--- src/rtl/vga_reg_viewer.sv ---
// VGA register viewer: generates VGA timing and draws NUM_REGS registers as rows of scaled
// 8x8 hex glyphs, snapshotted once per frame with per-register change highlighting.
module vga_reg_viewer #(
   parameter int          NUM_REGS      = 4,
   parameter int          REG_WIDTH     = 16,
   parameter int          CLK_DIV       = 4,
   parameter int          H_ACTIVE      = 640,
   parameter int          H_FP          = 16,
   parameter int          H_SYNC        = 96,
   parameter int          H_BP          = 48,
   parameter int          V_ACTIVE      = 480,
   parameter int          V_FP          = 10,
   parameter int          V_SYNC        = 2,
   parameter int          V_BP          = 33,
   parameter int          SYNC_NEG      = 1,
   parameter int          X0            = 32,
   parameter int          Y0            = 32,
   parameter int          SCALE_LOG2    = 1,
   parameter int          HILITE_FRAMES = 60,
   parameter logic [11:0] FG_COLOR      = 12'hFFF,
   parameter logic [11:0] BG_COLOR      = 12'h000,
   parameter logic [11:0] HL_COLOR      = 12'hF00
) (
   input  logic                          CLK100MHZ,
   input  logic                          rst,
   input  logic [NUM_REGS*REG_WIDTH-1:0] reg_values,
   output logic [3:0]                    VGA_R,
   output logic [3:0]                    VGA_G,
   output logic [3:0]                    VGA_B,
   output logic                          VGA_HS,
   output logic                          VGA_VS,
   output logic                          frame_start
);

   localparam int H_TOTAL = H_ACTIVE + H_FP + H_SYNC + H_BP;
   localparam int V_TOTAL = V_ACTIVE + V_FP + V_SYNC + V_BP;
   localparam int HW      = $clog2(H_TOTAL);
   localparam int VW      = $clog2(V_TOTAL);
   localparam int DW      = (CLK_DIV > 1) ? $clog2(CLK_DIV) : 1;
   localparam int HLW     = (HILITE_FRAMES > 0) ? $clog2(HILITE_FRAMES + 1) : 1;
   localparam int DIGITS  = REG_WIDTH / 4;
   localparam int CW      = 16;

   localparam logic [DW-1:0]  DIV_MAX = DW'(CLK_DIV - 1);
   localparam logic [HW-1:0]  H_LAST  = HW'(H_TOTAL - 1);
   localparam logic [VW-1:0]  V_LAST  = VW'(V_TOTAL - 1);
   localparam logic [HLW-1:0] HL_LOAD = HLW'(HILITE_FRAMES);
   localparam logic [CW-1:0]  X_LO    = CW'(X0);
   localparam logic [CW-1:0]  X_HI    = CW'(X0 + DIGITS * (8 << SCALE_LOG2));
   localparam logic [CW-1:0]  Y_LO    = CW'(Y0);
   localparam logic [CW-1:0]  NREG_W  = CW'(NUM_REGS);
   localparam logic [CW-1:0]  H_ACT_W = CW'(H_ACTIVE);
   localparam logic [CW-1:0]  V_ACT_W = CW'(V_ACTIVE);
   localparam logic [CW-1:0]  HS_LO   = CW'(H_ACTIVE + H_FP);
   localparam logic [CW-1:0]  HS_HI   = CW'(H_ACTIVE + H_FP + H_SYNC);
   localparam logic [CW-1:0]  VS_LO   = CW'(V_ACTIVE + V_FP);
   localparam logic [CW-1:0]  VS_HI   = CW'(V_ACTIVE + V_FP + V_SYNC);
   localparam logic           SYNC_OFF = (SYNC_NEG != 0) ? 1'b1 : 1'b0;

   // Glyph ROM: row 0 is the most significant byte, bit 7 the leftmost pixel.
   function automatic logic [7:0] glyph_row(input logic [3:0] nib, input logic [2:0] row);
      logic [63:0] g;
      case (nib)
         4'h0:    g = 64'h3C666E7666663C00;
         4'h1:    g = 64'h1838181818187E00;
         4'h2:    g = 64'h3C66060C18307E00;
         4'h3:    g = 64'h3C66061C06663C00;
         4'h4:    g = 64'h0C1C2C4C7E0C0C00;
         4'h5:    g = 64'h7E607C0606663C00;
         4'h6:    g = 64'h1C30607C66663C00;
         4'h7:    g = 64'h7E060C1830303000;
         4'h8:    g = 64'h3C66663C66663C00;
         4'h9:    g = 64'h3C66663E060C3800;
         4'hA:    g = 64'h183C66667E666600;
         4'hB:    g = 64'h7C66667C66667C00;
         4'hC:    g = 64'h3C66606060663C00;
         4'hD:    g = 64'h786C6666666C7800;
         4'hE:    g = 64'h7E60607C60607E00;
         4'hF:    g = 64'h7E60607C60606000;
         default: g = 64'h0000000000000000;
      endcase
      return g[{3'd7 - row, 3'b000} +: 8];
   endfunction

   logic [DW-1:0]        div_q, div_d;
   logic [HW-1:0]        h_q, h_d;
   logic [VW-1:0]        v_q, v_d;
   logic                 pix_ce_s, snap_ev_s, frame_start_q;
   logic [REG_WIDTH-1:0] reg_in_s [NUM_REGS];
   logic [REG_WIDTH-1:0] snap_q [NUM_REGS];
   logic [REG_WIDTH-1:0] snap_d [NUM_REGS];
   logic [HLW-1:0]       hl_q [NUM_REGS];
   logic [HLW-1:0]       hl_d [NUM_REGS];

   logic [CW-1:0] x_s, y_s, xo_s, yo_s, ridx_s, digit_s;
   logic [3:0]    nib_s;
   logic [7:0]    rom_row_s;
   logic          in_cell_s, act_s, hl_sel_s, hs_lvl_s, vs_lvl_s;

   logic [7:0]    glyph_q;
   logic [2:0]    col_q;
   logic          cell_q, hl1_q, act1_q, hs1_q, vs1_q;
   logic [11:0]   rgb_d, rgb_q;
   logic          hs2_q, vs2_q, pix_on_s;

   assign pix_ce_s  = (div_q == DIV_MAX);
   assign snap_ev_s = pix_ce_s && (h_q == H_LAST) && (v_q == V_LAST);

   always_comb begin
      div_d = pix_ce_s ? '0 : div_q + 1'b1;
      h_d   = h_q;
      v_d   = v_q;
      if (pix_ce_s) begin
         if (h_q == H_LAST) begin
            h_d = '0;
            if (v_q == V_LAST) begin
               v_d = '0;
            end else begin
               v_d = v_q + 1'b1;
            end
         end else begin
            h_d = h_q + 1'b1;
         end
      end else begin
         h_d = h_q;
      end
   end

   always_ff @(posedge CLK100MHZ or posedge rst) begin
      if (rst) begin
         div_q         <= '0;
         h_q           <= '0;
         v_q           <= '0;
         frame_start_q <= 1'b0;
      end else begin
         div_q         <= div_d;
         h_q           <= h_d;
         v_q           <= v_d;
         frame_start_q <= snap_ev_s;
      end
   end

   // Snapshot and highlight update: a change reloads the counter ahead of any decrement.
   always_comb begin
      for (int i = 0; i < NUM_REGS; i++) begin
         reg_in_s[i] = reg_values[i*REG_WIDTH +: REG_WIDTH];
         snap_d[i]   = snap_q[i];
         hl_d[i]     = hl_q[i];
         if (snap_ev_s) begin
            snap_d[i] = reg_in_s[i];
            if (reg_in_s[i] != snap_q[i]) begin
               hl_d[i] = HL_LOAD;
            end else if (hl_q[i] != '0) begin
               hl_d[i] = hl_q[i] - 1'b1;
            end else begin
               hl_d[i] = hl_q[i];
            end
         end else begin
            snap_d[i] = snap_q[i];
         end
      end
   end

   always_ff @(posedge CLK100MHZ or posedge rst) begin
      if (rst) begin
         for (int i = 0; i < NUM_REGS; i++) begin
            snap_q[i] <= '0;
            hl_q[i]   <= '0;
         end
      end else begin
         for (int i = 0; i < NUM_REGS; i++) begin
            snap_q[i] <= snap_d[i];
            hl_q[i]   <= hl_d[i];
         end
      end
   end

   always_comb begin
      x_s       = CW'(h_q);
      y_s       = CW'(v_q);
      xo_s      = x_s - X_LO;
      yo_s      = y_s - Y_LO;
      ridx_s    = yo_s >> (SCALE_LOG2 + 4);
      digit_s   = xo_s >> (SCALE_LOG2 + 3);
      in_cell_s = (x_s >= X_LO) && (x_s < X_HI) && (y_s >= Y_LO) && (ridx_s < NREG_W)
                  && (yo_s[SCALE_LOG2 + 3] == 1'b0);
      act_s     = (x_s < H_ACT_W) && (y_s < V_ACT_W);
      hs_lvl_s  = ((x_s >= HS_LO) && (x_s < HS_HI)) ^ SYNC_OFF;
      vs_lvl_s  = ((y_s >= VS_LO) && (y_s < VS_HI)) ^ SYNC_OFF;
      nib_s     = 4'h0;
      hl_sel_s  = 1'b0;
      for (int r = 0; r < NUM_REGS; r++) begin
         for (int d = 0; d < DIGITS; d++) begin
            if ((ridx_s == CW'(r)) && (digit_s == CW'(d))) begin
               nib_s    = snap_q[r][(DIGITS-1-d)*4 +: 4];
               hl_sel_s = (hl_q[r] != '0);
            end else begin
               nib_s    = nib_s;
            end
         end
      end
      rom_row_s = glyph_row(nib_s, yo_s[SCALE_LOG2 +: 3]);
   end

   // Stage 1: glyph row fetch plus the attributes the colour mux needs.
   always_ff @(posedge CLK100MHZ or posedge rst) begin
      if (rst) begin
         glyph_q <= 8'h00;
         col_q   <= 3'd0;
         cell_q  <= 1'b0;
         hl1_q   <= 1'b0;
         act1_q  <= 1'b0;
         hs1_q   <= SYNC_OFF;
         vs1_q   <= SYNC_OFF;
      end else if (pix_ce_s) begin
         glyph_q <= rom_row_s;
         col_q   <= xo_s[SCALE_LOG2 +: 3];
         cell_q  <= in_cell_s;
         hl1_q   <= hl_sel_s;
         act1_q  <= act_s;
         hs1_q   <= hs_lvl_s;
         vs1_q   <= vs_lvl_s;
      end
   end

   always_comb begin
      pix_on_s = cell_q & glyph_q[3'd7 - col_q];
      if (!act1_q) begin
         rgb_d = 12'h000;
      end else if (pix_on_s) begin
         if (hl1_q) begin
            rgb_d = HL_COLOR;
         end else begin
            rgb_d = FG_COLOR;
         end
      end else begin
         rgb_d = BG_COLOR;
      end
   end

   always_ff @(posedge CLK100MHZ or posedge rst) begin
      if (rst) begin
         rgb_q <= 12'h000;
         hs2_q <= SYNC_OFF;
         vs2_q <= SYNC_OFF;
      end else if (pix_ce_s) begin
         rgb_q <= rgb_d;
         hs2_q <= hs1_q;
         vs2_q <= vs1_q;
      end
   end

   assign VGA_R       = rgb_q[11:8];
   assign VGA_G       = rgb_q[7:4];
   assign VGA_B       = rgb_q[3:0];
   assign VGA_HS      = hs2_q;
   assign VGA_VS      = vs2_q;
   assign frame_start = frame_start_q;

endmodule

--- config.mk ---
export PLATFORM = sky130hd
export DESIGN_NAME = vga_reg_viewer
export DESIGN_NICKNAME = d
export VERILOG_FILES = /design/src/rtl/vga_reg_viewer.sv
export SDC_FILE = /design/constraint.sdc
export NUM_CORES = 1
export LEC_CHECK = 0
export BUFFER_PORTS_ARGS = -buffer_cell sky130_fd_sc_hd__buf_2
export CORE_MARGIN = 3
export CORE_UTILIZATION = 65
export DETAILED_ROUTE_END_ITERATION = 10
export PLACE_DENSITY_LB_ADDON = 0.08
export SLEW_MARGIN = 5
export SYNTH_ARGS = -nofsm -noshare
export SYNTH_HDL_FRONTEND = slang
export SYNTH_SLANG_ARGS = --single-unit
--- constraint.sdc ---
create_clock -name CLK100MHZ -period 6.45 [get_ports CLK100MHZ]
set_clock_uncertainty 0.05 [all_clocks]
set_input_delay 0.3225 -clock CLK100MHZ [delete_from_list [all_inputs] [get_ports CLK100MHZ]]
set_output_delay 0.3225 -clock CLK100MHZ [all_outputs]
set_load 0.01 [all_outputs]
### Word-level counts from Yosys, hierarchy flattened

Memories as Yosys holds them, arrays and structs flattened.
Index checks and enable logic that the tools add are counted.

| word-level totals | value |
|---|---|
| flip-flop bits (word level) | 141 |
| memory bits (read-only) | 656 |
| input port bits | 66 |
| word-level logic and storage cells | 151 |
| memories kept | 1 |

Memory list:

| memory | words | bits a word | read ports | clocked after memory_dff | wr ports | line | RTL |
|---|---|---|---|---|---|---|---|
| (name not given) | 16 | 41 | 1 | 0 | 0 | 63 | `case (nib)` |

| operators by class | value |
|---|---|
| $add $sub $neg | 11 |
| $lt $le $gt $ge | 11 |
| equality and inequality tests | 13 |
| shift operators | 1 |
| muxes and demuxes | 48 |
| bitwise gates (word level) | 4 |
| reductions and logical operators | 40 |

Operator list:

| cell | count |
|---|---|
| 2-to-1 mux 4 bit | 16 |
| inequality test 16 bit | 4 |
| variable part select 64 x 7 -> 8 bit | 1 |
| 2-to-1 mux 6 bit | 8 |
| logical NOT 16 bit | 2 |
| logical AND 1 bit | 25 |
| == test 12 x 2 -> 1 bit (second input constant) | 2 |
| 2-to-1 mux 12 bit | 2 |
| nonzero test 6 bit | 4 |
| subtractor 6 x 1 -> 6 bit (second input constant) | 4 |
| == test 11 x 2 -> 1 bit (second input constant) | 2 |
| subtractor 10 x 6 -> 11 bit (second input constant) | 2 |
| adder 10 x 1 -> 10 bit (second input constant) | 2 |
| == test 10 bit (second input constant) | 2 |
| >= comparator 10 x 6 -> 1 bit (second input constant) | 2 |
| less-than comparator 10 bit (second input constant) | 2 |
| less-than comparator 10 x 9 -> 1 bit (second input constant) | 2 |
| 2-to-1 mux 10 bit | 2 |
| 2-to-1 mux 1 bit | 17 |
| == test 12 x 1 -> 1 bit (second input constant) | 1 |
| == test 11 x 1 -> 1 bit (second input constant) | 1 |
| less-than comparator 11 x 3 -> 1 bit (second input constant) | 1 |
| >= comparator 10 bit (second input constant) | 1 |
| >= comparator 10 x 9 -> 1 bit (second input constant) | 1 |
| other kinds (12) | 22 |

### Logic depth before layout (Yosys ltp)

An unclocked memory read counts as a cell.

| logic depth | value |
|---|---|
| depth in word-level cells | 21 |
| gate-level depth with buffers | 20 |

### Least setup slack after synthesis

OpenSTA, ideal clock, no wires.

| timing path | value |
|---|---|
| path kind | reg2reg |
| start | register h_q[5] |
| end | register glyph_q[1] |
| library setup time | 0.133 ns |
| arrival | 3.969 ns |
| required time | 6.267 ns |
| path slack | 2.298 ns |
| cell stages (with the launch flop) | 21 |
| clock period less this slack | 4.152 ns |
| cell sequence | dfrtp_1 -> buf_4 -> inv_2 -> ha_1 -> o21ba_2 -> o21ai_0 -> a21o_1 -> buf_6 -> buf_2 -> a21o_1 -> o41ai_1 -> a31oi_2 -> inv_1 -> ha_1 -> clkbuf_1 -> o31ai_1 -> a21oi_1 -> a2111o_1 -> o211ai_1 -> a21o_1 -> a31oi_1 |

| on the way | value |
|---|---|
| cells in the longest elaborated chain, start to end | 21 |
| elaborated cells on any way between the ends | 39 |
| classes of those cells | add/sub (1); eq/ne (3); shift (1); mux (16); reduce/logical (17); memory (1) |

Ends and longest elaborated chain:

| what | line | RTL |
|---|---|---|
| start: declaration | 86 | `logic [HW-1:0] h_q, h_d;` |
| start signal: assignment | 132 | `h_q <= '0;` |
| start signal: assignment | 137 | `h_q <= h_d;` |
| subtractor 10 x 6 -> 11 bit * | 181 | `xo_s = x_s - X_LO;` |
| logical NOT 16 bit | 194 | `if ((ridx_s == CW'(r)) && (digit_s == CW'(d))) begin` |
| logical AND 1 bit | 194 |  |
| 2-to-1 mux 4 bit (15 in series) | 194 |  |
| 2-to-1 mux 4 bit * | 194 |  |
| memory read (16 x 41 bit) * | n/a |  |
| variable part select 64 x 7 -> 8 bit * | 82 | `return g[{3'd7 - row, 3'b000} +: 8];` |
| end signal: assignment | 216 | `glyph_q <= rom_row_s;` |
| end: declaration | 100 | `logic [7:0] glyph_q;` |

Mark *: on every way between the ends. The rest lies on a longest branch, timed or not.
A chain may end at the register's enable or synchronous reset.

### Worst setup path after layout

Same ends and word-level chain as after synthesis.

==> key figures <==
Outcome
  • Status: finished clean

Placement
  • Port bufs: 80
  • Dpl ws: 1.704 ns
  • Final HPWL DP: 15720 µm
  • Final GP Congestion: 0.9622

Finish
  • Nets: 1157
  • Fill count: 1015
  • Area delta synth->final: 10.53%
  • Finished Core Util: 74.01%
  • Share of cells above drive strength 1: 14.13%
  • N_diodes: 0

Yosys
  • Cell variety after synth: 88
  • Synth Instances: 1027
  • Synth Area per Inst: 8.294 µm²
  • Synth Flop Type: dfrtp_1
  • Yosys warns: 0
  • Share of Yosys cell area claimed by the top area cell type: 36.72%
  • Post-synthesis register bit count: 129
  • Syn nets: 1113
  • Async SR Flop Fraction: 100.0%
  • Seq/Total Area, Yosys: 37.96%
  • Synth area leaders: dfrtp_1 (37%), nand2_1 (12%), xor2_1 (8.1%), nor2_1 (3.1%), ha_1 (2.9%)
  • Number of flops mapped to enable cells by yosys: 0
  • Synth Cell Area: 8518 µm²
  • Yosys top cell by area: dfrtp_1

Timing
  • Period utilisation layout: 75.98%
  • Worst hold slack: 0.07100 ns
  • Rel. slew slack: 30.18%
  • Final Hold Fails: 0
  • Final setup fails: 0
  • Fmax: 0.2041 GHz
  • RSZ-0062 raised after global routing: false
  • Count of final max-slew check failures: 0
  • Tmin final: 4.900 ns
  • Final worst setup slack: 1.550 ns
  • Setup TNS Final: 0 ns
  • Slew at the pin closest to its max-slew limit: 1.047 ns

Floorplan
  • Die Span Y: 120.5 µm
  • Die X-Extent: 120.5 µm
  • Core area: 12720 µm²
  • Top-Level Pins: 81
  • Die Area: 14510 µm²
  • Std-Cell Rows: 41
  • Initial Util: 66.96%

Pwr
  • Combinational share of power: 3.5%
  • Internal power: 0.001372 W
  • Pwr Density: 189.3 nW/µm²
  • Leak Pwr: 3.715 nW
  • Switching power: 0.0004106 W
  • Power share of the clock group: 51.1%
  • Maximum vdd drop: 0.0001870 V
  • Net Sw Frac: 23.04%
  • Seq pwr share: 45.4%

Clock network
  • CTS buffer count: 17
  • Htree depth: 4
  • Clock Latency Late Sink: 0.43 ns
  • Post-CTS Setup Bufs: 0
  • Clock sinks: 129
  • Clock slew at reported path FFs: 0.06 ns
  • Maximum clock insertion buffer count: 2
  • CTS Root Cell: clkbuf_16
  • CTS tree: done

Routing
  • Wire per inst: 17.91 µm
  • DR pass1 iterations: 6
  • Post-Route WL: 22480 µm
  • DRC viols: 0
  • Drt first-iter violations: 1041
  • Vias per Instance: 6.135
  • Detail Route Antenna Nets: 0
  • Routed vias: 7699

Critical path
  • CP Data Required Time: 6.69 ns
  • FF-to-FF setup slack: 1.55 ns
  • Crit path kind: flip-flop to flip-flop
  • CP arrival: 5.14 ns
  • Setup crit end kind: flip-flop
  • Worst-path maximum fanout: 35
  • CP Launch Type: flip-flop

Job
  • Max-cap violations: 0

Global routing
  • Largest net degree at the start of global routing: 72
  • Total gr overflow: 0
  • First-pass GRT wire length: 37210 µm
  • Initial antenna violation count: 0
  • Global Route Usage Sum: 32.24%
  • Vias in the first global route: 7407

Min path
  • Hold WC Path Type: input pin to flip-flop
## kinds of logic after synthesis
| family | share of synthesized area [%] |
|---|---|
| mux | 2.644 |
| flops | 37.96 |
| xor+xnor | 10.18 |
| fa+ha+maj | 2.938 |
| compound gates | 15.19 |
| buf+inv | 5.464 |
| simple gates | 25.63 |
## cells in the final DEF (no fill, tap or decap), types with 7 or more instances in the layout
| cell type | n |
|---|---|
| nand2_1 | 269 |
| dfrtp_1 | 125 |
| buf_2 | 80 |
| xor2_1 | 79 |
| nor2_1 | 70 |
| o21ai_0 | 39 |
| a21oi_1 | 37 |
| inv_1 | 25 |
| nand3_1 | 24 |
| nor4_1 | 21 |
| nor3_1 | 20 |
| xnor2_1 | 20 |
| ha_1 | 20 |
| clkbuf_16 | 17 |
| nand4_1 | 15 |
| o211ai_1 | 10 |
| a211oi_1 | 9 |
| mux2i_1 | 9 |
| buf_4 | 8 |
| or3_1 | 7 |
| nand2b_1 | 7 |
| and3_1 | 7 |
| nor2b_1 | 7 |
| and2_1 | 7 |
## critical path: stages (launching register included)
cell and delay [ns]:
dfrtp_1 0.36, buf_4 0.27, inv_2 0.23, ha_1 0.26, o21ba_2 0.18, o21ai_0 0.37
a21o_1 0.54, a21o_1 0.14, o41ai_1 0.09, a31oi_2 0.58, inv_1 0.23, ha_1 0.52
o31ai_1 0.14, a21oi_1 0.07, a2111o_1 0.40, o211ai_1 0.09, a21o_1 0.14, a31oi_1 0.08
## flip-flops by register name (all words and copies together) (netlist names), 2 cells and up
signal,cells
col_q,3
div_q,2
glyph_q,6
h_q,10
hl_q,24
rgb_q,2
snap_q,64
v_q,10
## cells in the mapped netlist, types with 7 or more instances
cell,number
o211ai_1,10
nand2_1,270
xnor2_1,20
a21oi_1,37
and3_1,7
buf_2,9
nand3_1,24
nor4_1,21
or3_1,7
and2_1,7
nand2b_1,7
inv_1,26
xor2_1,79
mux2i_1,9
buf_4,15
nor2b_1,7
nor2_1,71
nand4_1,15
dfrtp_1,125
o21ai_0,39
a211oi_1,9
clkbuf_1,30
ha_1,20
nor3_1,20
## path summary, 6_finish.rpt
| kind | depth (start not counted) | end | from |
|---|---|---|---|
| max | 17 | glyph_q[1] | h_q[5] |
| min | 3 | snap_q[53] | reg_values[5] |
| max reg2reg | 17 | glyph_q[1] | h_q[5] |
| min reg2reg | 1 | div_q[0] | div_q[0] |
| max in group asynchronous | 4 | snap_q[18] | rst |
| min in group asynchronous | 3 | div_q[1] | rst |
## metrics by stage
stage / instances / total power (W) / cell area [µm²]
4_1_cts: 1255 / 0.001793 / 9415
6_report: 1255 / 0.001783 / 9415
3_5_place_dp: 1223 / 0.0008863 / 8853
3_3_place_gp: 1223 / 0.0008859 / 8853
5_1_grt: 1255 / 0.001840 / 9415
2_1_floorplan: 1027 / 0.0008500 / 8518
## final cells by class
class	count	area (µm²)	area share (%)
tap	172	215.2	2.286
multi-input combinational	804	4830	51.30
inverter	30	115.1	1.223
timing repair buffer	89	470.5	4.997
clock buffer	19	442.9	4.704
clock inverter	12	108.9	1.156
sequential	129	3233	34.34
## power groups by stage
stage / Sequential (W) / Clock (W) / Combinational (W)
after global placement: 0.000824 / 0 / 0.0000618
after CTS: 0.000810 / 0.000919 / 0.0000638
after floorplan: 0.000824 / 0 / 0.0000258
after detailed placement: 0.000824 / 0 / 0.0000622
after global routing: 0.000809 / 0.000960 / 0.0000706
final: 0.000810 / 0.000911 / 0.0000624
## metal layers
metal | GRT usage, % | vias to the layer above | wire length [µm]
met4 | 13.88 | 0 | 704
li1 | - | 3631 | -
met1 | 44.73 | 3621 | 9749
met2 | 50.05 | 383 | 10330
met5 | 0 | - | 0
met3 | 5.706 | 64 | 1688
## what timing repair did
item | 4_1_cts | 5_1_grt
hold endpoints to repair | 13 | 0
hold buffers | 1 | 0
resized for setup | 0 | 0
No activity file was read; power rests on OpenSTA's default activity.
